### src/rtl/manchester_decoder_param.sv
// Manchester receiver: oversampled line, sync-bit framing, mid-bit timing window,
// MSB-first deserialisation into WORD_W-bit words with valid / frame-error strobes.
module manchester_decoder_param #(
  parameter int CNT_W  = 4,
  parameter int WORD_W = 8
) (
  input  logic              clk,
  input  logic              globalReset,
  input  logic              ManchesterCode,
  input  logic [CNT_W-1:0]  REF,
  input  logic              POLARITY,
  output logic              recoveredData,
  output logic              recoveredCLK,
  output logic [WORD_W-1:0] wordOut,
  output logic              wordValid,
  output logic              frameErr,
  output logic              locked
);
  localparam int TW  = CNT_W + 2;
  localparam int BCW = $clog2(WORD_W + 1);

  typedef enum logic {IDLE, DATA} state_t;

  state_t            state_q, state_d;
  logic              sync1_q, sync1_d, sync2_q, sync2_d, hist_q, hist_d;
  logic              edge_q, edge_d, dir_q, dir_d;
  logic              pol_q, pol_d, data_q, data_d, wvalid_q, wvalid_d, ferr_q, ferr_d;
  logic [TW-1:0]     h_q, h_d, quiet_q, quiet_d, timer_q, timer_d, rclk_q, rclk_d;
  logic [WORD_W-1:0] shift_q, shift_d, word_q, word_d;
  logic [BCW-1:0]    bcnt_q, bcnt_d;

  logic [TW-1:0]     ref_ext, two_h, win_lo, win_hi, t_now;
  logic              bit_val;

  always_comb begin
    ref_ext = TW'(REF);
    two_h   = h_q << 1;
    win_lo  = h_q + (h_q >> 1);
    win_hi  = two_h + (h_q >> 1);
    // cycles elapsed since the last accepted edge, counting the current one
    t_now   = timer_q + TW'(1);
    bit_val = dir_q ^ pol_q;
  end

  always_comb begin
    sync1_d  = ManchesterCode;
    sync2_d  = sync1_q;
    hist_d   = sync2_q;
    edge_d   = sync2_q ^ hist_q;
    dir_d    = sync2_q;
    state_d  = state_q;
    h_d      = h_q;
    pol_d    = pol_q;
    quiet_d  = quiet_q;
    timer_d  = timer_q;
    shift_d  = shift_q;
    word_d   = word_q;
    bcnt_d   = bcnt_q;
    data_d   = data_q;
    rclk_d   = (rclk_q != '0) ? rclk_q - TW'(1) : '0;
    wvalid_d = 1'b0;
    ferr_d   = 1'b0;
    case (state_q)
      IDLE: begin
        h_d     = (ref_ext < TW'(4)) ? TW'(4) : ref_ext;
        pol_d   = POLARITY;
        timer_d = '0;
        bcnt_d  = '0;
        rclk_d  = '0;
        if (edge_q) begin
          quiet_d = '0;
          if (quiet_q == two_h && !bit_val) begin
            // freeze the settings the quiet check was made against
            state_d = DATA;
            h_d     = h_q;
            pol_d   = pol_q;
          end
        end else if (quiet_q < two_h) begin
          quiet_d = quiet_q + TW'(1);
        end else begin
          quiet_d = two_h;
        end
      end
      DATA: begin
        quiet_d = '0;
        timer_d = (&timer_q) ? timer_q : t_now;
        if (edge_q && t_now >= win_lo && t_now <= win_hi) begin
          timer_d = '0;
          shift_d = (shift_q << 1) | WORD_W'(bit_val);
          data_d  = bit_val;
          rclk_d  = h_q;
          if (bcnt_q == BCW'(WORD_W - 1)) begin
            word_d   = shift_d;
            wvalid_d = 1'b1;
            bcnt_d   = '0;
          end else begin
            bcnt_d = bcnt_q + BCW'(1);
          end
        end else if (t_now > win_hi) begin
          state_d = IDLE;
          rclk_d  = '0;
          bcnt_d  = '0;
          ferr_d  = (bcnt_q != '0);
        end
      end
      default: state_d = IDLE;
    endcase
  end

  always_ff @(posedge clk or negedge globalReset) begin
    if (!globalReset) begin
      state_q  <= IDLE;
      sync1_q  <= 1'b0;
      sync2_q  <= 1'b0;
      hist_q   <= 1'b0;
      edge_q   <= 1'b0;
      dir_q    <= 1'b0;
      h_q      <= TW'(4);
      pol_q    <= 1'b0;
      quiet_q  <= '0;
      timer_q  <= '0;
      shift_q  <= '0;
      word_q   <= '0;
      bcnt_q   <= '0;
      data_q   <= 1'b0;
      rclk_q   <= '0;
      wvalid_q <= 1'b0;
      ferr_q   <= 1'b0;
    end else begin
      state_q  <= state_d;
      sync1_q  <= sync1_d;
      sync2_q  <= sync2_d;
      hist_q   <= hist_d;
      edge_q   <= edge_d;
      dir_q    <= dir_d;
      h_q      <= h_d;
      pol_q    <= pol_d;
      quiet_q  <= quiet_d;
      timer_q  <= timer_d;
      shift_q  <= shift_d;
      word_q   <= word_d;
      bcnt_q   <= bcnt_d;
      data_q   <= data_d;
      rclk_q   <= rclk_d;
      wvalid_q <= wvalid_d;
      ferr_q   <= ferr_d;
    end
  end

  assign recoveredData = data_q;
  assign recoveredCLK  = (rclk_q != '0);
  assign wordOut       = word_q;
  assign wordValid     = wvalid_q;
  assign frameErr      = ferr_q;
  assign locked        = (state_q == DATA);

endmodule
### config.mk
export PLATFORM = sky130hd
export DESIGN_NAME = manchester_decoder_param
export DESIGN_NICKNAME = d
export VERILOG_FILES = /design/src/rtl/manchester_decoder_param.sv
export SDC_FILE = /design/constraint.sdc
export NUM_CORES = 1
export LEC_CHECK = 0
export BUFFER_PORTS_ARGS = -buffer_cell sky130_fd_sc_hd__buf_2
export CAP_MARGIN = 20
export CORE_UTILIZATION = 57
export DETAILED_ROUTE_END_ITERATION = 10
export HOLD_SLACK_MARGIN = 0.05
export PLACE_DENSITY = 0.88
export SKIP_CTS_REPAIR_TIMING = 1
export SLEW_MARGIN = 0
export SYNTH_ARGS = -nofsm -noshare
export SYNTH_HDL_FRONTEND = slang
export SYNTH_SLANG_ARGS = --single-unit
### constraint.sdc
create_clock -name clk -period 4.6 [get_ports clk]
set_clock_uncertainty 0.05 [all_clocks]
set_input_delay 0.69 -clock clk [delete_from_list [all_inputs] [get_ports clk]]
set_output_delay 0.69 -clock clk [all_outputs]
set_load 0.005 [all_outputs]
# Word-level counts from Yosys, hierarchy flattened
# Cells that the tools add are included.
word_totals:
  output_inout_bits: 13
  ff_bits: 52
  inputBits: 8
  wordCells: 76
classes:
  eq_ne: 5
  n_reduce_logical: 10
  n_lt_le_gt_ge: 5
  bitwise: 4
  n_addsub: 6
  mux: 30
op_table:
  columns: ["operator", "count"]
  rows:
  - ["$mux W6", 9]
  - ["$pmux W6 S2", 3]
  - ["$mux W4", 4]
  - ["$add A6 B1 Y6 const B", 2]
  - ["$add A6 B5 Y6", 2]
  - ["$mux W1", 12]
  - ["$or A8 B1 Y8", 1]
  - ["$pmux W4 S2", 1]
  - ["$eq A6 B6 Y1", 1]
  - ["$ge A6 B6 Y1", 1]
  - ["$gt A6 B6 Y1", 1]
  - ["$le A6 B6 Y1", 1]
  - ["$lt A6 B6 Y1", 1]
  - ["$reduce_and A6 Y1", 1]
  - ["$reduce_bool A6 Y1", 1]
  - ["$sub A6 B1 Y6 const B", 1]
  - ["$add A4 B1 Y4 const B", 1]
  - ["$eq A4 B3 Y1 const B", 1]
  - ["$lt A4 B3 Y1 const B", 1]
  - ["$reduce_and A2 Y1", 2]
  - ["$reduce_bool A4 Y1", 1]
  - ["$logic_and A1 B1 Y1", 3]
  - ["$ne A3 B1 Y1 const B", 1]
  - ["$ne A3 B2 Y1 const B", 1]
  - ["6 further kinds", 7]

# Logic depth before layout (Yosys ltp)
# Gate-level depths: netlist of run 1.
logic_depth:
  depth_word: 6
  mapped_depth: 13
  depth_no_buf: 12

# Least setup slack after synthesis of run 1
# Ideal clock, no wire load.
synth_path:
  path_kind: "register to register"
  from: "register h_q[2]"
  to: "register word_q[1] (netlist: wordOut[1])"
  t_required_ns: 4.425
  period_less_slack_ns: 3.411
  path_slack_ns: 1.189
  setup_time_ns: 0.125
  path_buffers: 1
  t_arrival_ns: 3.237
  path_stages_with_launch: 13
  path_cell_list: "dfstp_2 ha_1 inv_1 fa_1 nand2b_1 ha_1 nand4_1 o21bai_1 a31oi_1 a2111oi_4 and2_1 buf_6 mux2_2"
synth_via:
  elab_chain_cells: 5
  elab_cells_between_ends: 7
  classes_between: "2 x add/sub; 2 x order compare; 3 x reduce/logical"
synth_lines:
  columns: ["element", "line_no", "rtl"]
  rows:
  - ["from (decl)", "28", "logic [TW-1:0] h_q, h_d, quiet_q, quiet_d, timer_q, timer_d, rclk_q, rclk_d;"]
  - ["from (signal assigned)", "118", "h_q <= TW'(4);"]
  - ["from (signal assigned)", "136", "h_q <= h_d;"]
  - ["$add A6 B5 Y6", "38", "win_lo = h_q + (h_q >> 1);"]
  - ["$ge A6 B6 Y1", "87", "if (edge_q && t_now >= win_lo && t_now <= win_hi) begin"]
  - ["$logic_and A1 B1 Y1", "87", null]
  - ["$logic_and A1 B1 Y1 (*)", "87", null]
  - ["$reduce_and A3 Y1 (no source line) (*)", null, null]
  - ["to (signal assigned)", "141", "word_q <= word_d;"]
  - ["to (decl)", "29", "logic [WORD_W-1:0] shift_q, shift_d, word_q, word_d;"]
# Every way passes the cells marked *; elsewhere a longest branch is shown, timed or not.
# A chain may end at the register's enable or synchronous reset.

# Worst setup path after layout of run 1
layout_path:
  from: "register h_q[2]"
  to: "register word_q[5] (netlist: wordOut[5])"
# Same word-level chain as after synthesis.

==> results of run 1 <==
registers in the layout, indices dropped and copies added, names as in the netlist, 4 cells and up:
| signal | count |
|---|---|
| wordOut | 8 |
| shift_q | 7 |
| quiet_q | 6 |
| rclk_q | 6 |
| timer_q | 6 |
| bcnt_q | 4 |
| h_q | 4 |
Yosys cell counts (all sizes together), types with 3 or more instances:
cell type and count:
xor2 12, nor3 4, o211ai 3, o21ai 10, dfrtp 48, nand2b 5
xnor2 7, mux2i 6, nand2 11, mux2 17, a21oi 14, ha 27
nor2 25, inv 21, nor2b 3, a211oi 3, nand3 10
critical path, delay by kind of cell, from the launching register on:
family          cells  cell delay [ns]
fa+ha+maj           3             0.91
mux                 1             0.40
compound gates      3             1.03
flops               1             0.64
simple gates        3             0.77
buf+inv             1             0.05
cell type report:
class                   count  area, um^2  area share (%)
multi-input cells         178        1390            46.6
flip-flops and latches     49        1230            41.3
repair buffers             21         120            4.04
inverters                  21        78.8            2.65
clock buffers               5        68.8            2.31
well taps                  52        65.1            2.19
clock inverters             3        28.8           0.968
final timing paths:
path	startpoint	to	slack, ns	cells after the start
worst min-delay path	globalReset	rclk_q[2]	0.17	1
worst min register to register	sync1_q	dir_d	0.32	0
worst max register to register	h_q[2]	wordOut[5]	0.65	11
max in group asynchronous	globalReset	h_q[2]	3.79	2
min in group clk	sync1_q	dir_d	0.32	0
worst max-delay path	h_q[2]	wordOut[5]	0.65	11
cells in the final DEF, fill, tap and decap left out, types with 3 or more instances in the layout:
master,count
o211ai_1,3
nor2_1,25
ha_1,27
nand2_1,11
buf_2,20
nand3_1,10
dfrtp_1,48
inv_1,21
nand2b_1,5
mux2_2,16
xnor2_1,7
xor2_1,12
a21oi_1,14
a211oi_1,3
nor3_1,4
clkbuf_8,5
o21ai_0,8
mux2i_1,6
nor2b_1,3
power groups by stage:
stage	logic, mW	clock network (mW)	registers [mW]
2_1_floorplan	0.651	0	0.592
3_3_place_gp	0.802	0	0.616
3_5_place_dp	0.846	0	0.624
4_1_cts	0.855	0.282	0.615
5_1_grt	0.972	0.293	0.626
6_report	0.851	0.275	0.617
logic make-up (layout without fill, tap and decap cells):
family	count (synthesis)	count (layout)	synth area share, %
buffers and inverters	24	50	3.60
AND/OR/NAND/NOR	68	68	11.9
AO/OA/AOI/OAI	39	39	9.83
adder cells (fa/ha/maj)	29	29	13.9
multiplexers	23	23	9.28
flip-flops	49	49	45.3
XOR/XNOR	19	19	6.14
per-layer routing:
layer  up-vias  track usage (%)
li1        911                -
met1       940             28.2
met2        48             38.0
met3        11             6.13
met4         0             10.7
met5         -                0
metrics by stage:
step / setup WS, ns / cells / power (mW) / hold WS, ns
2_1_floorplan: 1.19 / 251 / 1.24 / 0.281
3_3_place_gp: 0.920 / 320 / 1.42 / 0.285
3_5_place_dp: 0.664 / 320 / 1.47 / 0.288
4_1_cts: 0.648 / 328 / 1.75 / 0.321
5_1_grt: 0.466 / 329 / 1.89 / 0.172
6_report: 0.651 / 329 / 1.74 / 0.171
==> out/qor.csv, run 1 <==
metric,value,unit
final-hold-violation-count,0,
cts_buffers,5,
dr.first_iter.drc_count,130,
syn_to_final_growth,9.74,%
drc,0,
synth_top_cell_by_area,dfrtp_1,
pwr-share-comb,48.8,%
fin_tns_setup,0,ns
ios,21,
synth_seq_area_share,45.3,%
p_leak,1.54,nW
fin_crit_sh,85.9,%
cts_tree,built,
rows,24,
min_path_type,in -> async,
start_kind,flop,
synth-edff-count,0,
setup-violations-final,0,
cp_cell_sequence,ha_1 > inv_1 > fa_1 > nand2b_1 > ha_1 > nand4_1 > o21bai_1 > a31oi_1 > a2111oi_4 > and2_1 > mux2_2,
drive_gt1_share,18.1,%
core,4470,um^2
critPathKind,reg -> reg,
maxCapViolCount,0,
grt_max_degree,50,
grt_pass1_vias,1893,
dr_total_vias,1910,
vdd_ir_drop_max,0.000338,V
slew_headroom,42.7,%
critPathMostFrequentCell,ha_1,
first_pass_iters,4,
syn_avg_cell_area,10.8,um^2
status,"complete, no violations",
met1_length,2.20,mm
synth_seq_cells,49,
fp.dieH,71.0,um
clk_path_buf_depth,2,
grt_pass1_wl,8.75,mm
clk_pin_slew_worst_paths,0.10,ns
root_buffer,clkbuf_8,
clock_power_share,15.8,%
wl_met3,231,um
worst_pin_slew,0.853,ns
io_buffers,20,
critPathCaptureType,flop,
period_needed,3.95,ns
grt_usage,22.9,%
slowest_stage,a2111oi_4,
post_synth_inst_count,251,
overflow,0,
slew_viol_final,0,
power_frac_seq,35.4,%
antenna_found_initial,0,
syn-num-nets,288,
wl_met2,2.60,mm
gp_congestion,0.879,
die_w,71.0,um
cts_sinks,49,
place_area,2860,um^2
dieArea,5030,um^2
dpl.hpwl,3.87,mm
power.density,586,nW/um^2
yosysWarnings,0,
fin_area,2970,um^2
yosysTopAreaCellShare,44.3,%
antennaDiodeCount,0,
worstPathArrival,4.10,ns
num-fill-cells,330,
slowest_delay,0.66,ns
final_core_util,66.5,%
nets,313,
internal_power,0.992,mW
clk_latency,0.31,ns
vias_per_cell,5.81,
htree_levels,2,
ys_types,40,
drtAntennaViolNets,0,
switching_share,43.1,%
synthFlopType,dfrtp_1,
wl,5.16,mm
power.switching,0.751,mW
avgRoutedWirePerCell,15.7,um
start_util,60.6,%
timing.fmax,0.253,GHz
crit_required,4.75,ns
synth_area_leaders,"dfrtp_1 44%, ha_1 12%, mux2_2 6.6%, xor2_1 3.9%, nor2_1 3.5%",
rsz0062_at_grt,false,
syn-cell-area,2710,um^2
top_layer,met4,
async_flop_share,100,%
crit_fanout,9,
(Power assumes the default switching activity.)
==> inputs of run 2 (changes only) <==
--- a/config.mk
+++ b/config.mk
@@ -7,10 +7,10 @@
 export LEC_CHECK = 0
 export BUFFER_PORTS_ARGS = -buffer_cell sky130_fd_sc_hd__buf_2
 export CAP_MARGIN = 20
-export CORE_UTILIZATION = 57
+export CORE_UTILIZATION = 55
 export DETAILED_ROUTE_END_ITERATION = 10
 export HOLD_SLACK_MARGIN = 0.05
-export PLACE_DENSITY = 0.88
+export PLACE_DENSITY = 0.86
 export SKIP_CTS_REPAIR_TIMING = 1
 export SLEW_MARGIN = 0
 export SYNTH_ARGS = -nofsm -noshare
==> run 2 against run 1 <==
Worst setup slack got worse by 0.091 ns. Die area increased by 3.5%. Via count decreased by 2.2%. Global-route usage decreased by 1.1 points. Critical path depth unchanged. Sequential power about the same. First-iteration DRC count decreased by 62%. Power decreased by 1.8%. Critical path type unchanged. Largest cell class unchanged.
==> out/qor.csv, run 2 (synthesis results as in run 1) <==
metric,value,unit
fin_crit_sh,87.8,%
critPathCaptureType,flop,
cts_sinks,49,
core,4720,um^2
critPathMostFrequentCell,ha_1,
largest_reg_flops,8,
fin_tns_setup,0,ns
crit_required,4.75,ns
fp.dieH,72.2,um
vdd_ir_drop_max,0.000360,V
syn_to_final_growth,10.2,%
clk_path_buf_depth,2,
worst_pin_slew,0.857,ns
gp_congestion,0.835,
final-hold-violation-count,0,
final_cell_mix,"48 x dfrtp_1, 27 x ha_1, 25 x nor2_1",
drtAntennaViolNets,0,
drive_gt1_share,18.1,%
worstPathArrival,4.19,ns
status,"complete, no violations",
min_path_type,in -> async,
io_buffers,20,
cp_top_family,compound AO/OA/AOI/OAI gates,
die_w,72.2,um
timing.fmax,0.247,GHz
final_common_cell,dfrtp_1,
grt_usage,21.8,%
clk_pin_slew_worst_paths,0.10,ns
slew_viol_final,0,
avgRoutedWirePerCell,14.5,um
cp_cell_sequence,ha_1 > inv_1 > fa_1 > nand2b_1 > ha_1 > nand4_1 > o21bai_1 > a31oi_1 > a2111oi_4 > and2_1 > mux2_2,
start_util,57.4,%
dpl.hpwl,3.69,mm
ios,21,
timing.hold.ws,0.147,ns
multiInputGateArea,1390,um^2
rsz0062_at_grt,false,
first_pass_iters,4,
grt_pass1_vias,1828,
critPathKind,reg -> reg,
antenna_found_initial,0,
antennaDiodeCount,0,
drc,0,
vias_per_cell,5.43,
htree_levels,2,
crit_fanout,9,
grt_pass1_wl,8.59,mm
cts_buffers,5,
dr.first_iter.drc_count,50,
p_leak,1.53,nW
root_buffer,clkbuf_8,
final_core_util,63.2,%
wl,4.98,mm
grt_max_degree,50,
period_needed,4.04,ns
path_buf_inv,1,
nets,313,
cts_tree,built,
dieArea,5210,um^2
overflow,0,
start_kind,flop,
slowest_stage,a2111oi_4,
rows,25,
slowest_delay,0.67,ns
seqCellArea,1230,um^2
num-fill-cells,376,
slew_headroom,42.4,%
clk_latency,0.31,ns
setup-violations-final,0,
dr_total_vias,1868,
maxCapViolCount,0,
power.density,574,nW/um^2
[run 2: cell count changes in the layout (fill, tap and decap cells not counted)]
| cell | change |
|---|---|
| clkinv_2 | +1 |
| inv_8 | -1 |
| clkinvlp_4 | +1 |
| clkinv_4 | -1 |
[run 2: final cells by class]
class | count | share of cell area, %
multi-input combinational | 178 | 46.4
tap | 67 | 2.81
sequential | 49 | 41.1
clock buffer | 5 | 2.31
inverter | 21 | 2.64
clock inverter | 3 | 0.712
timing repair buffer | 21 | 4.02
[run 2: worst reg2reg max path, stage by stage, from the launching register on]
cell and delay, ns:
dfstp_2 0.64, ha_1 0.20, inv_1 0.05, fa_1 0.39, nand2b_1 0.17, ha_1 0.33, nand4_1 0.12, o21bai_1 0.17
a31oi_1 0.28, a2111oi_4 0.67, and2_1 0.48, mux2_2 0.39
[run 2: worst paths after layout]
| path | start | endpoint | slack [ns] | cells after the start |
|---|---|---|---|---|
| setup / recovery | h_q[2] | wordOut[2] | 0.56 | 11 |
| hold / removal | globalReset | timer_q[2] | 0.15 | 1 |
| setup reg to reg | h_q[2] | wordOut[2] | 0.56 | 11 |
| hold reg to reg | sync1_q | dir_d | 0.31 | 0 |
| max in group asynchronous | globalReset | h_q[2] | 3.82 | 2 |
| min in group clk | sync1_q | dir_d | 0.31 | 0 |
[run 2: layer usage]
layer  part of all wire, %  wire length, um  up-vias  GRT usage [%]
met5                     0                0        -              0
met4                   2.4              118        0           8.93
met1                    45             2220      903           28.7
met3                   4.1              203       14           5.14
li1                      -                -      917              -
met2                    49             2440       34           35.0
[run 2: per-stage QoR]
stage               power (mW)  cell area [um^2]  cells  setup WS (ns)
global route              1.87              2990    344          0.314
CTS                       1.72              2970    343          0.567
detailed placement        1.45              2880    335          0.620
global placement          1.42              2880    335          0.903
floorplan                 1.24              2710    251           1.19
finish                    1.71              2990    344          0.559
[run 2: report_power, final]
part           total (mW)  internal [mW]  switching, mW
combinational       0.837          0.365          0.472
clock               0.261          0.108          0.153
sequential          0.615          0.508          0.107
==> inputs of run 3 (changes only) <==
--- a/config.mk
+++ b/config.mk
@@ -7,10 +7,12 @@
 export LEC_CHECK = 0
 export BUFFER_PORTS_ARGS = -buffer_cell sky130_fd_sc_hd__buf_2
 export CAP_MARGIN = 20
-export CORE_UTILIZATION = 55
+export CELL_PAD_IN_SITES_DETAIL_PLACEMENT = 1
+export CELL_PAD_IN_SITES_GLOBAL_PLACEMENT = 2
+export CORE_UTILIZATION = 40
 export DETAILED_ROUTE_END_ITERATION = 10
 export HOLD_SLACK_MARGIN = 0.05
-export PLACE_DENSITY = 0.86
+export PLACE_DENSITY = 0.78
 export SKIP_CTS_REPAIR_TIMING = 1
 export SLEW_MARGIN = 0
 export SYNTH_ARGS = -nofsm -noshare
==> run 3 against run 2 <==
Via count fell by 0.86%. Worst setup slack improved by 0.083 ns. Maximum frequency increased by 2.1%.
==> out/qor.csv, run 3 (synthesis results as in run 1) <==
metric,value,unit
slew_headroom,38.3,%
vdd_ir_drop_max,0.000263,V
crit_required,4.76,ns
start_kind,flop,
dr_total_vias,1852,
setup-violations-final,0,
place_area,2900,um^2
wl,5.42,mm
drc,0,
cts_tree,built,
dr.first_iter.drc_count,25,
crit_fanout,9,
worst_pin_slew,0.919,ns
ios,21,
antennaDiodeCount,0,
dpl.hpwl,4.01,mm
maxCapViolCount,0,
cts_sinks,49,
critPathMostFrequentCell,ha_1,
status,"complete, no violations",
min_path_type,reg -> reg,
final-hold-violation-count,0,
grt_pass1_vias,1988,
drive_gt1_share,18.1,%
grtUsageMet3,3.24,%
first_pass_iters,4,
fp.dieH,84.3,um
final_cell_mix,"48 x dfrtp_1, 27 x ha_1, 25 x nor2_1",
root_buffer,clkbuf_8,
clk_path_buf_depth,2,
antenna_found_initial,0,
period_needed,3.96,ns
use_met2,28.4,%
gp_congestion,0.740,
rsz0062_at_grt,false,
nets,313,
clk_latency,0.31,ns
grt_most_used_layer,met2,
start_util,42.0,%
core,6460,um^2
die_w,84.3,um
critPathKind,reg -> reg,
avgRoutedWirePerCell,15.3,um
largest_reg_flops,8,
cts_buffers,5,
slowest_delay,0.66,ns
vias_per_cell,5.23,
slew_viol_final,0,
p_leak,1.53,nW
fin_area,2990,um^2
fin_crit_sh,86.0,%
final_common_cell,dfrtp_1,
syn_to_final_growth,10.4,%
clk_pin_slew_worst_paths,0.10,ns
grt_usage,17.6,%
slowest_stage,dfstp_2,
dieArea,7110,um^2
rows,29,
grt_pass1_wl,9.80,mm
overflow,0,
fin_tns_setup,0,ns
critPathCaptureType,flop,
cp_cell_sequence,ha_1 > inv_1 > fa_1 > nand2b_1 > ha_1 > nand4_1 > o21bai_1 > a31oi_1 > a2111oi_4 > and2_1 > mux2_2,
timing.fmax,0.253,GHz
power.density,580,nW/um^2
use_met1,24.2,%
drtAntennaViolNets,0,
io_buffers,20,
htree_levels,2,
worstPathArrival,4.12,ns
grt_max_degree,50,
-- run 3: changes by cell type in the layout (fill, tap and decap cells not counted), sizes merged --
cell	change
clkinvlp	-1
inv	+1
-- run 3: worst paths after layout --
path	cells after the start	to	from	slack, ns
max	11	wordOut[3]	h_q[2]	0.64
min	0	dir_d	sync1_q	0.31
max reg2reg	11	wordOut[3]	h_q[2]	0.64
min reg2reg	0	dir_d	sync1_q	0.31
max in group asynchronous	2	quiet_q[2]	globalReset	3.65
min in group asynchronous	2	timer_q[2]	globalReset	0.41
-- run 3: cell type report --
class                           count  area (um^2)
Multi-Input combinational cell    178         1390
Clock inverter                      3         28.8
Tap cell                           77         96.3
Timing Repair Buffer               21          108
Clock buffer                        5         68.8
Inverter                           21         78.8
Sequential cell                    49         1230
Fill cell                         747         3470
-- run 3: per-stage QoR --
step                cells  util (%)  hold WS [ns]  setup WS [ns]  total power [mW]
floorplan             251         -         0.281           1.19              1.24
global placement      346      44.8         0.286          0.801              1.46
detailed placement    346      44.8         0.289          0.618              1.48
CTS                   354      46.3         0.315          0.603              1.77
global route          354      46.3         0.331          0.379              1.92
finish                354      46.3         0.311          0.643              1.74
-- run 3: per-layer routing --
metal  vias to the layer above  share of wire, %
met4                         0               1.1
met2                        23                47
met1                       914                49
met5                         -                 0
li1                        909                 -
met3                         6               2.6
-- run 3: report_power, final --
part,switching [mW],internal [mW],total [mW]
Sequential,0.113,0.508,0.621
Clock,0.166,0.114,0.280
Combinational,0.470,0.366,0.836
-- run 3: critical path, delay by kind of cell (launching register included) --
| family | cells | cell delay [ns] |
|---|---|---|
| AOI/OAI and AO/OA | 3 | 1.00 |
| adders and majority gates | 3 | 0.93 |
| buffers and inverters | 1 | 0.05 |
| DFF | 1 | 0.66 |
| muxes | 1 | 0.38 |
| and+or+nand+nor | 3 | 0.76 |
